--- src/rtl/pb_mailbox_pkg.sv ---
// Shared constants for the producer-to-consumer PicoBlaze mailbox.
package pb_mailbox_pkg;

  // Default kcpsm3 port IDs
  localparam logic [7:0] DEF_DATA_PORT_ID   = 8'h01;
  localparam logic [7:0] DEF_STATUS_PORT_ID = 8'h02;
  localparam logic [7:0] DEF_CTRL_PORT_ID   = 8'h04;

  // Status byte bit positions; the count field occupies [ST_CNT_LSB +: 4]
  localparam int unsigned ST_EMPTY   = 0;
  localparam int unsigned ST_FULL    = 1;
  localparam int unsigned ST_OVF     = 2;
  localparam int unsigned ST_UDF     = 3;
  localparam int unsigned ST_CNT_LSB = 4;

  // Control byte bit positions; the threshold field occupies [CTRL_THR_LSB +: 4]
  localparam int unsigned CTRL_CLR_OVF = 0;
  localparam int unsigned CTRL_CLR_UDF = 1;
  localparam int unsigned CTRL_THR_LSB = 4;

  typedef enum logic {
    IRQ_LEVEL = 1'b0,
    IRQ_EDGE  = 1'b1
  } irq_mode_e;

endpackage

--- src/rtl/mailbox_fifo_core.sv ---
// FIFO storage, pointers, occupancy and push/pop acceptance for pb_mailbox.
module mailbox_fifo_core #(
  parameter int unsigned DATA_W = 8,
  parameter int unsigned DEPTH  = 16,
  localparam int unsigned CW    = $clog2(DEPTH + 1)
) (
  input  logic              clk,
  input  logic              reset,
  input  logic              push_req,
  input  logic              pop_req,
  input  logic [DATA_W-1:0] wr_data,
  output logic [DATA_W-1:0] rd_data,
  output logic [CW-1:0]     count,
  output logic [CW-1:0]     count_next,
  output logic              full,
  output logic              empty,
  output logic              push_ok,
  output logic              pop_ok
);

  localparam int unsigned AW = $clog2(DEPTH);

  logic [DATA_W-1:0] mem [DEPTH];
  logic [AW-1:0]     wr_ptr;
  logic [AW-1:0]     rd_ptr;

  assign full    = (count == CW'(DEPTH));
  assign empty   = (count == '0);
  // Pop is judged on the current count only, so a same-cycle push into an
  // empty FIFO cannot satisfy it; a push at full is allowed when a pop frees a slot.
  assign pop_ok  = pop_req & ~empty;
  assign push_ok = push_req & (~full | pop_ok);

  assign count_next = count + CW'(push_ok) - CW'(pop_ok);
  assign rd_data    = empty ? '0 : mem[rd_ptr];

  // Storage write on an accepted push
  always_ff @(posedge clk) begin
    if (push_ok) begin
      mem[wr_ptr] <= wr_data;
    end
  end

  // Pointer and occupancy update; pointers wrap naturally since DEPTH is a power of two
  always_ff @(posedge clk) begin
    if (reset) begin
      wr_ptr <= '0;
      rd_ptr <= '0;
      count  <= '0;
    end else begin
      if (push_ok) wr_ptr <= wr_ptr + AW'(1);
      if (pop_ok)  rd_ptr <= rd_ptr + AW'(1);
      count <= count_next;
    end
  end

endmodule

--- src/rtl/pb_mailbox.sv ---
// Interrupt-driven FIFO mailbox between a producer and a consumer kcpsm3,
// with status readback, sticky error flags and a programmable IRQ threshold.
module pb_mailbox
  import pb_mailbox_pkg::*;
#(
  parameter int unsigned DATA_W         = 8,
  parameter int unsigned DEPTH          = 16,
  parameter logic [7:0]  DATA_PORT_ID   = DEF_DATA_PORT_ID,
  parameter logic [7:0]  STATUS_PORT_ID = DEF_STATUS_PORT_ID,
  parameter logic [7:0]  CTRL_PORT_ID   = DEF_CTRL_PORT_ID,
  parameter int unsigned IRQ_MODE       = 0,
  parameter int unsigned IRQ_THRESHOLD  = 1
) (
  input  logic              clk,
  input  logic              reset,
  input  logic [7:0]        prod_port_id,
  input  logic [DATA_W-1:0] prod_out_port,
  input  logic              prod_write_strobe,
  output logic              prod_full,
  input  logic [7:0]        cons_port_id,
  input  logic              cons_read_strobe,
  input  logic              cons_write_strobe,
  input  logic [7:0]        cons_out_port,
  output logic [DATA_W-1:0] cons_in_port,
  output logic              interrupt,
  input  logic              interrupt_ack
);

  localparam int unsigned CW        = $clog2(DEPTH + 1);
  localparam bit          EDGE_MODE = (IRQ_MODE == 32'(IRQ_EDGE));

  logic              push_req, pop_req, ctrl_wr;
  logic              push_ok, pop_ok, full, empty;
  logic [CW-1:0]     count, count_next;
  logic [DATA_W-1:0] head;

  logic              ovf, udf;
  logic [CW-1:0]     thr, thr_load;
  logic [3:0]        thr_nib, cnt_sat;
  logic [7:0]        status;
  logic              cond, cond_q, irq_set;
  logic              unused_ctrl_bits;

  assign push_req = prod_write_strobe & (prod_port_id == DATA_PORT_ID);
  assign pop_req  = cons_read_strobe  & (cons_port_id == DATA_PORT_ID);
  assign ctrl_wr  = cons_write_strobe & (cons_port_id == CTRL_PORT_ID);

  assign unused_ctrl_bits = ^cons_out_port[3:2];

  mailbox_fifo_core #(
    .DATA_W (DATA_W),
    .DEPTH  (DEPTH)
  ) u_fifo (
    .clk        (clk),
    .reset      (reset),
    .push_req   (push_req),
    .pop_req    (pop_req),
    .wr_data    (prod_out_port),
    .rd_data    (head),
    .count      (count),
    .count_next (count_next),
    .full       (full),
    .empty      (empty),
    .push_ok    (push_ok),
    .pop_ok     (pop_ok)
  );

  assign cnt_sat  = (32'(count) >= 32'd15) ? 4'hF : 4'(count);
  assign thr_nib  = cons_out_port[CTRL_THR_LSB +: 4];
  assign thr_load = (32'(thr_nib) > DEPTH) ? CW'(DEPTH) : CW'(thr_nib);

  // Assemble the consumer-visible status byte
  always_comb begin
    status                     = '0;
    status[ST_EMPTY]           = empty;
    status[ST_FULL]            = full;
    status[ST_OVF]             = ovf;
    status[ST_UDF]             = udf;
    status[ST_CNT_LSB +: 4]    = cnt_sat;
  end

  // Sticky error flags; a new event in the same cycle as a clear wins
  always_ff @(posedge clk) begin
    if (reset) begin
      ovf <= 1'b0;
      udf <= 1'b0;
    end else begin
      ovf <= (ovf & ~(ctrl_wr & cons_out_port[CTRL_CLR_OVF])) | (push_req & ~push_ok);
      udf <= (udf & ~(ctrl_wr & cons_out_port[CTRL_CLR_UDF])) | (pop_req & ~pop_ok);
    end
  end

  // Interrupt threshold, loaded only by a nonzero control nibble
  always_ff @(posedge clk) begin
    if (reset) begin
      thr <= CW'(IRQ_THRESHOLD);
    end else if (ctrl_wr && (thr_nib != 4'd0)) begin
      thr <= thr_load;
    end
  end

  assign cond    = (count >= thr);
  assign irq_set = EDGE_MODE ? (cond & ~cond_q) : cond;

  // Pending interrupt; acknowledge takes priority over a same-cycle set
  always_ff @(posedge clk) begin
    if (reset) begin
      cond_q    <= 1'b0;
      interrupt <= 1'b0;
    end else begin
      cond_q <= cond;
      if (interrupt_ack) begin
        interrupt <= 1'b0;
      end else if (irq_set) begin
        interrupt <= 1'b1;
      end
    end
  end

  // Registered consumer read mux and producer full indication
  always_ff @(posedge clk) begin
    if (reset) begin
      cons_in_port <= '0;
      prod_full    <= 1'b0;
    end else begin
      prod_full <= (count_next == CW'(DEPTH));
      if (cons_port_id == DATA_PORT_ID) begin
        cons_in_port <= head;
      end else if (cons_port_id == STATUS_PORT_ID) begin
        cons_in_port <= DATA_W'(status);
      end else begin
        cons_in_port <= '0;
      end
    end
  end

endmodule

--- config.mk ---
export PLATFORM = sky130hd
export DESIGN_NAME = pb_mailbox
export DESIGN_NICKNAME = d
export VERILOG_FILES = /design/src/rtl/pb_mailbox_pkg.sv /design/src/rtl/mailbox_fifo_core.sv /design/src/rtl/pb_mailbox.sv
export SDC_FILE = /design/constraint.sdc
export NUM_CORES = 1
export LEC_CHECK = 0
export CAP_MARGIN = 5
export CORE_MARGIN = 10
export CORE_UTILIZATION = 30
export DETAILED_ROUTE_END_ITERATION = 8
export HOLD_SLACK_MARGIN = 0.06
export SYNTH_ARGS = -nofsm -noshare
export SYNTH_HDL_FRONTEND = slang
export SYNTH_HIERARCHICAL = 1
export SYNTH_SLANG_ARGS = --single-unit
--- constraint.sdc ---
create_clock -name clk -period 3.75 [get_ports clk]
set_clock_uncertainty 0.1 [all_clocks]
set_input_delay 0.5625 -clock clk [delete_from_list [all_inputs] [get_ports clk]]
set_output_delay 0.5625 -clock clk [all_outputs]
set_load 0.02 [all_outputs]
==> results of run 1 <==
## state kept, by name, indices dropped and copies added (netlist names), named ones only
signal	cells
prod_full	1
thr	4
interrupt	1
u_fifo/count	5
u_fifo/rd_ptr	4
ovf	1
cons_in_port	8
u_fifo/mem	128
u_fifo/wr_ptr	4
udf	1
## logic make-up (layout without fill, tap and decap cells)
kind of cell    after synthesis  after routing  share of synthesized area [%]
fa+ha+maj                    16             16                           3.12
compound gates               47             47                           3.93
mux                          50             50                           14.1
flops                       161            161                           67.7
xor+xnor                     10             10                           1.32
buf+inv                      34            122                           2.59
simple gates                 83             83                           7.25
## per-layer routing
| metal | share of wire, % | up-vias | GRT usage (%) |
|---|---|---|---|
| met3 | 5.5 | 11 | 3.40 |
| met4 | 0.92 | 0 | 3.26 |
| met1 | 46 | 1875 | 13.2 |
| met2 | 48 | 86 | 15.7 |
| li1 | - | 1700 | - |
| met5 | 0 | - | 0 |
## where the power goes
group	internal [mW]	switching [mW]	total, mW
registers	1.92	0.000243	1.92
clock network	0.989	0.702	1.69
logic	0.0378	0.0366	0.0744
total	2.95	0.739	3.69
## worst paths after layout
check	to	slack (ns)	cells after the start
setup / recovery	prod_full	0.16	14
hold / removal	thr[2]	0.39	2
setup reg to reg	prod_full	0.47	13
hold reg to reg	thr[2]	0.39	2
## final cells by class
cell class / count / area [um2] / share of cell area, %
well taps: 280 / 350 / 4.28
repair buffers: 75 / 676 / 8.25
clock inverters: 14 / 153 / 1.86
flip-flops and latches: 161 / 4500 / 55.0
inverters: 15 / 56.3 / 0.687
multi-input cells: 206 / 2030 / 24.7
clock buffers: 18 / 429 / 5.24
## tightest hold or removal path, cell delays in order (launching register included)
cell     delay [ns]
dfxtp_1        0.31
o21ai_0        0.07
a21oi_1        0.07
## through the flow
step | worst slack (ns) | power [mW] | hold WS, ns | utilization [%] | setup TNS, ns
floorplan | -0.130 | 1.97 | 0.354 | - | -0.130
global placement | -0.287 | 2.03 | 0.368 | 34.9 | -0.287
detailed placement | -0.311 | 2.04 | 0.376 | 34.9 | -0.311
CTS | 0.100 | 3.73 | 0.390 | 37.5 | 0
global route | 0.0184 | 3.82 | 0.402 | 37.5 | 0
finish | 0.164 | 3.69 | 0.392 | 37.5 | 0
## what timing repair did
item                       in CTS  in global routing
hold endpoints to repair        0                  0
hold buffers                    0                  0
setup endpoints to repair       0                  1
resized for setup               0                  1
## layout by cell type, fill, tap and decap left out, types with 10 or more instances in the layout
master,synthesis,layout
mux4_2,24,24
nand2_1,12,12
nor2_1,29,29
clkdlybuf4s50_1,0,45
clkbuf_16,0,17
edfxtp_1,128,128
dfxtp_1,33,33
inv_1,15,14
a21oi_1,19,18
buf_4,1,30
ha_1,15,13
o21ai_0,13,13
mux2i_1,10,10
==> impl_metrics.tcl, run 1 <==
set metrics [dict create \
    status "complete, no violations" \
    hpwl_mm 9.50 \
    worstPathCellList "clkdlybuf4s50_1, or4_4, nor4_4, and2_4, and2_4, ha_4, inv_2, ha_4, fa_2, a21oi_2, o21bai_1, xnor2_1, or4b_4, nor3_2" \
    grt_usage_pct 10.2 \
    slew_headroom_pct 60.5 \
    area_delta_synth_final_pct 23.1 \
    diodes 0 \
    hp-class "flip-flop to flip-flop" \
    slew_violations 0 \
    crit_family "simple AND/OR/NAND/NOR gates" \
    clk_pin_slew_worst_paths_ns 0.06 \
    synth_top_area_share_pct 57.7 \
    io_pins 48 \
    port_buffers 45 \
    synth_ff_type "edfxtp_1" \
    drt_iter0_markers 251 \
    cts-root-buf "clkbuf_16" \
    rows 54 \
    cp.required_ns 4.00 \
    synth_edf_count 128 \
    antenna_found_initial 0 \
    grt_pass1_wl_mm 22.4 \
    setup_viol 0 \
    grt_overflow 0 \
    min-delay-start "thr[2]" \
    nFillCells 2016 \
    drcViolationCount 0 \
    fmax_mhz 279 \
    path_buf_inv 2 \
    die_area_um2 28600 \
    cp_max_fo 2 \
    synthTopCellsByCount "edfxtp_1, dfxtp_1, nor2_1, mux4_2, a21oi_1" \
    yosysMostFrequentCell "edfxtp_1" \
    drv_cap 0 \
    start_util_pct 30.5 \
    hold_viol 0 \
    synth_area_leaders "edfxtp_1, dfxtp_1, mux4_2" \
    cts_tree "done" \
    synth_area_um2 6660 \
    clkLatencyLatePin_ns 0.42 \
    wl_per_cell_um 18.4 \
    finalCritPeriodShare_pct 95.6 \
    clock_sink_count 161 \
    wl_mm 14.2 \
    critical_path_class "input pin to flip-flop" \
    grt_max_degree 35 \
    powerDensity_nw_per_um2 450 \
    nets 530 \
    via_per_inst 4.78 \
    design_area_um2 8190 \
    cp-end-kind "flip-flop" \
    syn-num-nets 455 \
    final_antenna_net_count 0 \
    die-height_um 169 \
    final_cells 769 \
    cts_setup_buffers 0 \
    post-place-cells 737 \
    core_area_um2 21800 \
    yosysUniqueCellTypes 49 \
    async_flop_share_pct 0 \
    synth-seq-cells 161 \
    first_global_vias 3823 \
    cts_buffers 17 \
    p_leak_nw 2.65 \
    worst_slew_pin_slew_ns 0.591 \
    vias 3672 \
    netlist_instances 401 \
    die_w_um 169 \
    startpoint "cons_port_id[6]" \
    drive_gt1_share_pct 21.7 \
    ir_drop_mv 0.273 \
    arrival_ns 3.83 \
    cp-start-kind "input pin" \
    syn_area_per_cell_um2 16.6 \
    slowest_stage "or4_4" \
    cts_max_level 4 \
    period_needed_ns 3.59 \
    first_pass_iters 4 \
    ys_seq_area_share_pct 67.7 \
    rsz0062_at_grt "false" \
    post_dp_cell_area_um2 7610 \
    timing.rr.start "u_fifo/count[3]" \
    globalplace.congestion 0.780 \
    cts_buffer_depth 2 \
    synth_warnings 6 \
    yosysTopAreaCell "edfxtp_1" \
    critPathMaxStageDelay_ns 0.59 \
]
No activity file was read; power rests on OpenSTA's default activity.
==> inputs of run 2 (changes only) <==
--- a/config.mk
+++ b/config.mk
@@ -6,10 +6,11 @@
 export NUM_CORES = 1
 export LEC_CHECK = 0
 export CAP_MARGIN = 5
-export CORE_MARGIN = 10
+export CORE_MARGIN = 3
 export CORE_UTILIZATION = 30
 export DETAILED_ROUTE_END_ITERATION = 8
 export HOLD_SLACK_MARGIN = 0.06
+export SKIP_LAST_GASP = 1
 export SYNTH_ARGS = -nofsm -noshare
 export SYNTH_HDL_FRONTEND = slang
 export SYNTH_HIERARCHICAL = 1
==> impl_metrics.tcl, run 2 (synthesis results as in run 1) <==
set metrics [dict create \
    core_area_um2 21400 \
    first_pass_iters 6 \
    cts_buffer_depth 2 \
    design_area_um2 8190 \
    cp-end-kind "flip-flop" \
    cts_max_level 4 \
    startpoint "cons_port_id[6]" \
    cts_tree "done" \
    hp-class "flip-flop to flip-flop" \
    min_to "udf" \
    ir_drop_mv 0.256 \
    first_global_vias 3865 \
    ff2ff_setup_slack_ns 0.40 \
    final_antenna_net_count 0 \
    hpwl_mm 9.35 \
    rsz0062_at_grt "false" \
    die-height_um 155 \
    setup_viol 0 \
    cp.required_ns 3.99 \
    post_dp_cell_area_um2 7630 \
    grt_pass1_wl_mm 21.8 \
    rows 53 \
    p_leak_nw 2.65 \
    wl_per_cell_um 17.9 \
    nets 533 \
    hold_viol 0 \
    reg2reg_depth 13 \
    worst_slew_pin_slew_ns 0.593 \
    slew_headroom_pct 60.3 \
    drv_cap 0 \
    antenna_found_initial 0 \
    tns_ns 0 \
    largest_reg_flops 128 \
    final_cell_mix "edfxtp_1, clkdlybuf4s50_1, dfxtp_1" \
    clkLatencyLatePin_ns 0.42 \
    period_needed_ns 3.65 \
    critical_path_class "input pin to flip-flop" \
    clk_pin_slew_worst_paths_ns 0.06 \
    wl_mm 13.7 \
    grt_max_degree 35 \
    arrival_ns 3.89 \
    slew_violations 0 \
    top_regs "u_fifo/mem (128), cons_in_port (8), u_fifo/count (5)" \
    cts-root-buf "clkbuf_16" \
    cp-start-kind "input pin" \
    port_buffers 45 \
    regMostFlops "u_fifo/mem" \
    min-delay-start "udf" \
    drt_iter0_markers 326 \
    die_w_um 155 \
    grt_usage_pct 12.0 \
    fmax_mhz 274 \
    start_util_pct 31.1 \
    hold_buffers 0 \
    diodes 0 \
    cts_buffers 17 \
    min_path_cells 2 \
    reg2reg_to "prod_full" \
    globalplace.congestion 0.785 \
    layout_commonest_cell "edfxtp_1" \
    die_area_um2 24000 \
    vias 3571 \
    grt_overflow 0 \
    finalCritPeriodShare_pct 97.3 \
    status "complete, no violations" \
    timing.rr.start "u_fifo/count[3]" \
    cp_max_fo 2 \
    drcViolationCount 0 \
    powerDensity_nw_per_um2 439 \
    clock_sink_count 161 \
    io_pins 48 \
    drive_gt1_share_pct 21.5 \
    area_delta_synth_final_pct 23.0 \
    via_per_inst 4.66 \
]
## run 2: power by group
part           total (mW)  switching, mW  internal, mW
Sequential           1.92       0.000212          1.92
Combinational      0.0752         0.0371        0.0381
Clock                1.59          0.679         0.914
## run 2: worst max-delay path by stage
stage,cells past startpoint,end,slack [ns]
3_3_place_gp,14,prod_full,-0.31
2_1_floorplan,14,prod_full,-0.13
5_1_grt,14,prod_full,0.01
6_report,14,prod_full,0.10
4_1_cts,14,prod_full,0.02
3_5_place_dp,14,prod_full,-0.47
## run 2: worst max-delay path: stages
cell and delay (ns):
clkdlybuf4s50_1 0.45, or4_4 0.57, nor4_4 0.19, and2_4 0.19, and2_4 0.15, ha_4 0.12
inv_2 0.04, ha_4 0.16, fa_2 0.37, a21oi_2 0.12, o21bai_1 0.09, xnor2_1 0.20
or4b_4 0.49, nor3_2 0.17
## run 2: through the flow
step | total power, mW | setup WS [ns] | instances | hold WS [ns] | util, %
3_5_place_dp | 2.04 | -0.472 | 734 | 0.368 | 35.6
5_1_grt | 3.72 | 0.0112 | 767 | 0.423 | 38.2
6_report | 3.59 | 0.100 | 767 | 0.388 | 38.2
4_1_cts | 3.63 | 0.0210 | 766 | 0.390 | 38.2
2_1_floorplan | 1.97 | -0.130 | 401 | 0.354 | -
3_3_place_gp | 2.04 | -0.306 | 734 | 0.367 | 35.6
## run 2: cell type report
class                           count  area [um2]
Multi-Input combinational cell    206        2030
Sequential cell                   161        4500
Timing Repair Buffer               78         711
Fill cell                        1956       13200
Clock inverter                     12         109
Clock buffer                       20         437
Inverter                           15        56.3
Tap cell                          275         344
## run 2: layer usage
layer	vias to the layer above	track usage, %	wire length [um]
met5	-	0	0
met4	0	4.84	241
met3	14	2.75	539
met2	59	20.7	7270
met1	1785	14.6	5700
li1	1713	-	-
## run 2: timing repair
item | 4_1_cts | 5_1_grt
setup buffers | 0 | 1
resized for setup | 0 | 1
pin swaps | 1 | 3
endpoints found under the setup margin | 1 | 1
==> patch (settings of run 2) <==
Set the parameter `IRQ_MODE` to 1 (it was 0).
--- a/src/rtl/pb_mailbox.sv
+++ b/src/rtl/pb_mailbox.sv
@@ -10,3 +10,3 @@
   parameter logic [7:0]  CTRL_PORT_ID   = DEF_CTRL_PORT_ID,
-  parameter int unsigned IRQ_MODE       = 0,
+  parameter int unsigned IRQ_MODE       = 1,
   parameter int unsigned IRQ_THRESHOLD  = 1
Function: changed (a bounded check fails within 4 cycles, from zero or initial values and one cycle with reset high).
==> patch against run 2 <==
Synthesized area up 0.38%. Sequential cell count up 1. Wire length down 0.75%. Non-clock buffer count down 1. Cell area up 0.50%. Hold slack worse by 0.069 ns. Setup slack better by 0.080 ns. Critical endpoint unchanged. Synthesized cell count up 1.2%. Clock power up 8%. Total power up 3.5%.
==> patch: results (changes against run 2) <==
| Metric | Value |
|---|---|
| Final std cells w/o fill | `770 (was 767)` |
| Worst-Skew Late Latency | `0.42 ns (about the same)` |
| Filler Cells Inserted | `1979 (was 1956)` |
| Vias/cell | `4.74 (was 4.66)` |
| Largest net degree at the start of global routing | `36 (was 35)` |
| R2R Setup Slk | `0.35 ns (was 0.40 ns)` |
| Worst Path Max Fanout | `2 (unchanged)` |
| Internal Power | `3.01 mW (was 2.88 mW)` |
| Crit. Startpoint | `cons_port_id[7] (was cons_port_id[6])` |
| Worst vdd ir | `324 uV (was 256 uV)` |
| Placed cell count | `738 (was 734)` |
| Metal2 WL | `6900 um (was 7270 um)` |
| Vias in the first global route | `3864 (was 3865)` |
| GR Util All Layers | `11.8% (was 12.0%)` |
| Post-Synthesis Mean Instance Area | `16.5 um^2 (was 16.6 um^2)` |
| Pleak | `2.66 nW (was 2.65 nW)` |
| Synth area leaders | `edfxtp_1 58%, dfxtp_1 10%, mux4_2 8.1% (was edfxtp_1 58%, dfxtp_1 9.9%, mux4_2 8.1%)` |
| Hold WC Path Type | `reg -> reg (unchanged)` |
| 1st-pass router iterations | `4 (was 6)` |
| Share of the yosys chip area belonging to registers | `67.7% (about the same)` |
| Wire length per cell | `17.7 um (was 17.9 um)` |
| M1 WL | `6160 um (was 5700 um)` |
| Data arrival, critical path | `3.81 ns (was 3.89 ns)` |
| Rel. slew slack | `35.8% (was 60.3%)` |
| Met3 routed WL | `375 um (was 539 um)` |
| Status | `finished, final reports clean (unchanged)` |
| Layout cells sized above 1 | `21.0% (was 21.5%)` |
| 1st-iter DRT viols | `181 (was 326)` |
| ANT cells | `0 (unchanged)` |
| Critical Path Max Stage Delay | `0.55 ns (was 0.57 ns)` |
| First-pass GRT wire length | `21600 um (was 21800 um)` |
| Synth top cells by count | `128 x edfxtp_1, 34 x dfxtp_1, 30 x nor2_1, 24 x mux4_2, 19 x a21oi_1 (was 128 x edfxtp_1, 33 x dfxtp_1, 29 x nor2_1, 24 x mux4_2, 19 x a21oi_1)` |
| Syn_nets | `460 (was 455)` |
| Layout Nets | `537 (was 533)` |
| GP Congestion | `0.778 (was 0.785)` |
## patch: cell count changes in the layout (fill, tap and decap cells not counted), moves of 2 or more
cell / before / now
bufinv_16: 1 / 3
clkbuf_1: 3 / 0
clkinv_1: 2 / 4
nor3_1: 5 / 8
o21ai_1: 5 / 7
## patch: worst min path at each step
stage,slack [ns],to,from,cells after the start
floorplan,0.30,interrupt,cond_q,1
global placement,0.31,interrupt,cond_q,1
detailed placement,0.32,interrupt,cond_q,1
CTS,0.33,interrupt,cond_q,1
global route,0.34,interrupt,cond_q,1
finish,0.32,interrupt,cond_q,1
## patch: layout make-up
class / count / area [um^2] / share of cell area [%]
sequential: 162 / 4520 / 55.0
multi-input combinational: 209 / 2020 / 24.6
timing repair buffer: 77 / 691 / 8.39
clock buffer: 17 / 425 / 5.17
tap: 275 / 344 / 4.18
clock inverter: 14 / 163 / 1.98
inverter: 16 / 60.1 / 0.730
## patch: cell families (layout without fill, tap and decap cells)
group                    count (synthesis)  count (layout)  synth area share, %
flip-flops                             162             162                 67.7
AND/OR/NAND/NOR                         85              85                 7.15
multiplexers                            50              50                 14.1
AO/OA/AOI/OAI                           48              48                 4.01
buffers and inverters                   35             124                 2.64
adder cells (fa/ha/maj)                 16              16                 3.11
XOR/XNOR                                10              10                 1.31
## patch: metrics by stage
stage                     cell area [um^2]  utilization [%]  hold slack (ns)  worst slack (ns)
after floorplan                       6730                -            0.296            -0.144
after global placement                7630             35.6            0.309            -0.289
after detailed placement              7630             35.6            0.317            -0.360
after CTS                             8220             38.4            0.325            0.0590
after global routing                  8230             38.4            0.336            0.0358
final                                 8230             38.4            0.319             0.180
## patch: power groups by stage
stage / Clock [mW] / Sequential [mW] / Combinational (mW)
2_1_floorplan: 0 / 1.97 / 0.0106
3_3_place_gp: 0 / 1.97 / 0.0727
3_5_place_dp: 0 / 1.97 / 0.0762
4_1_cts: 1.75 / 1.94 / 0.0763
5_1_grt: 1.83 / 1.93 / 0.0816
6_report: 1.71 / 1.94 / 0.0752
## patch: layer usage
layer,vias up,global-route usage [%]
met3,12,2.89
li1,1725,-
met5,-,0
met4,0,4.63
met2,51,19.1
met1,1865,15.5
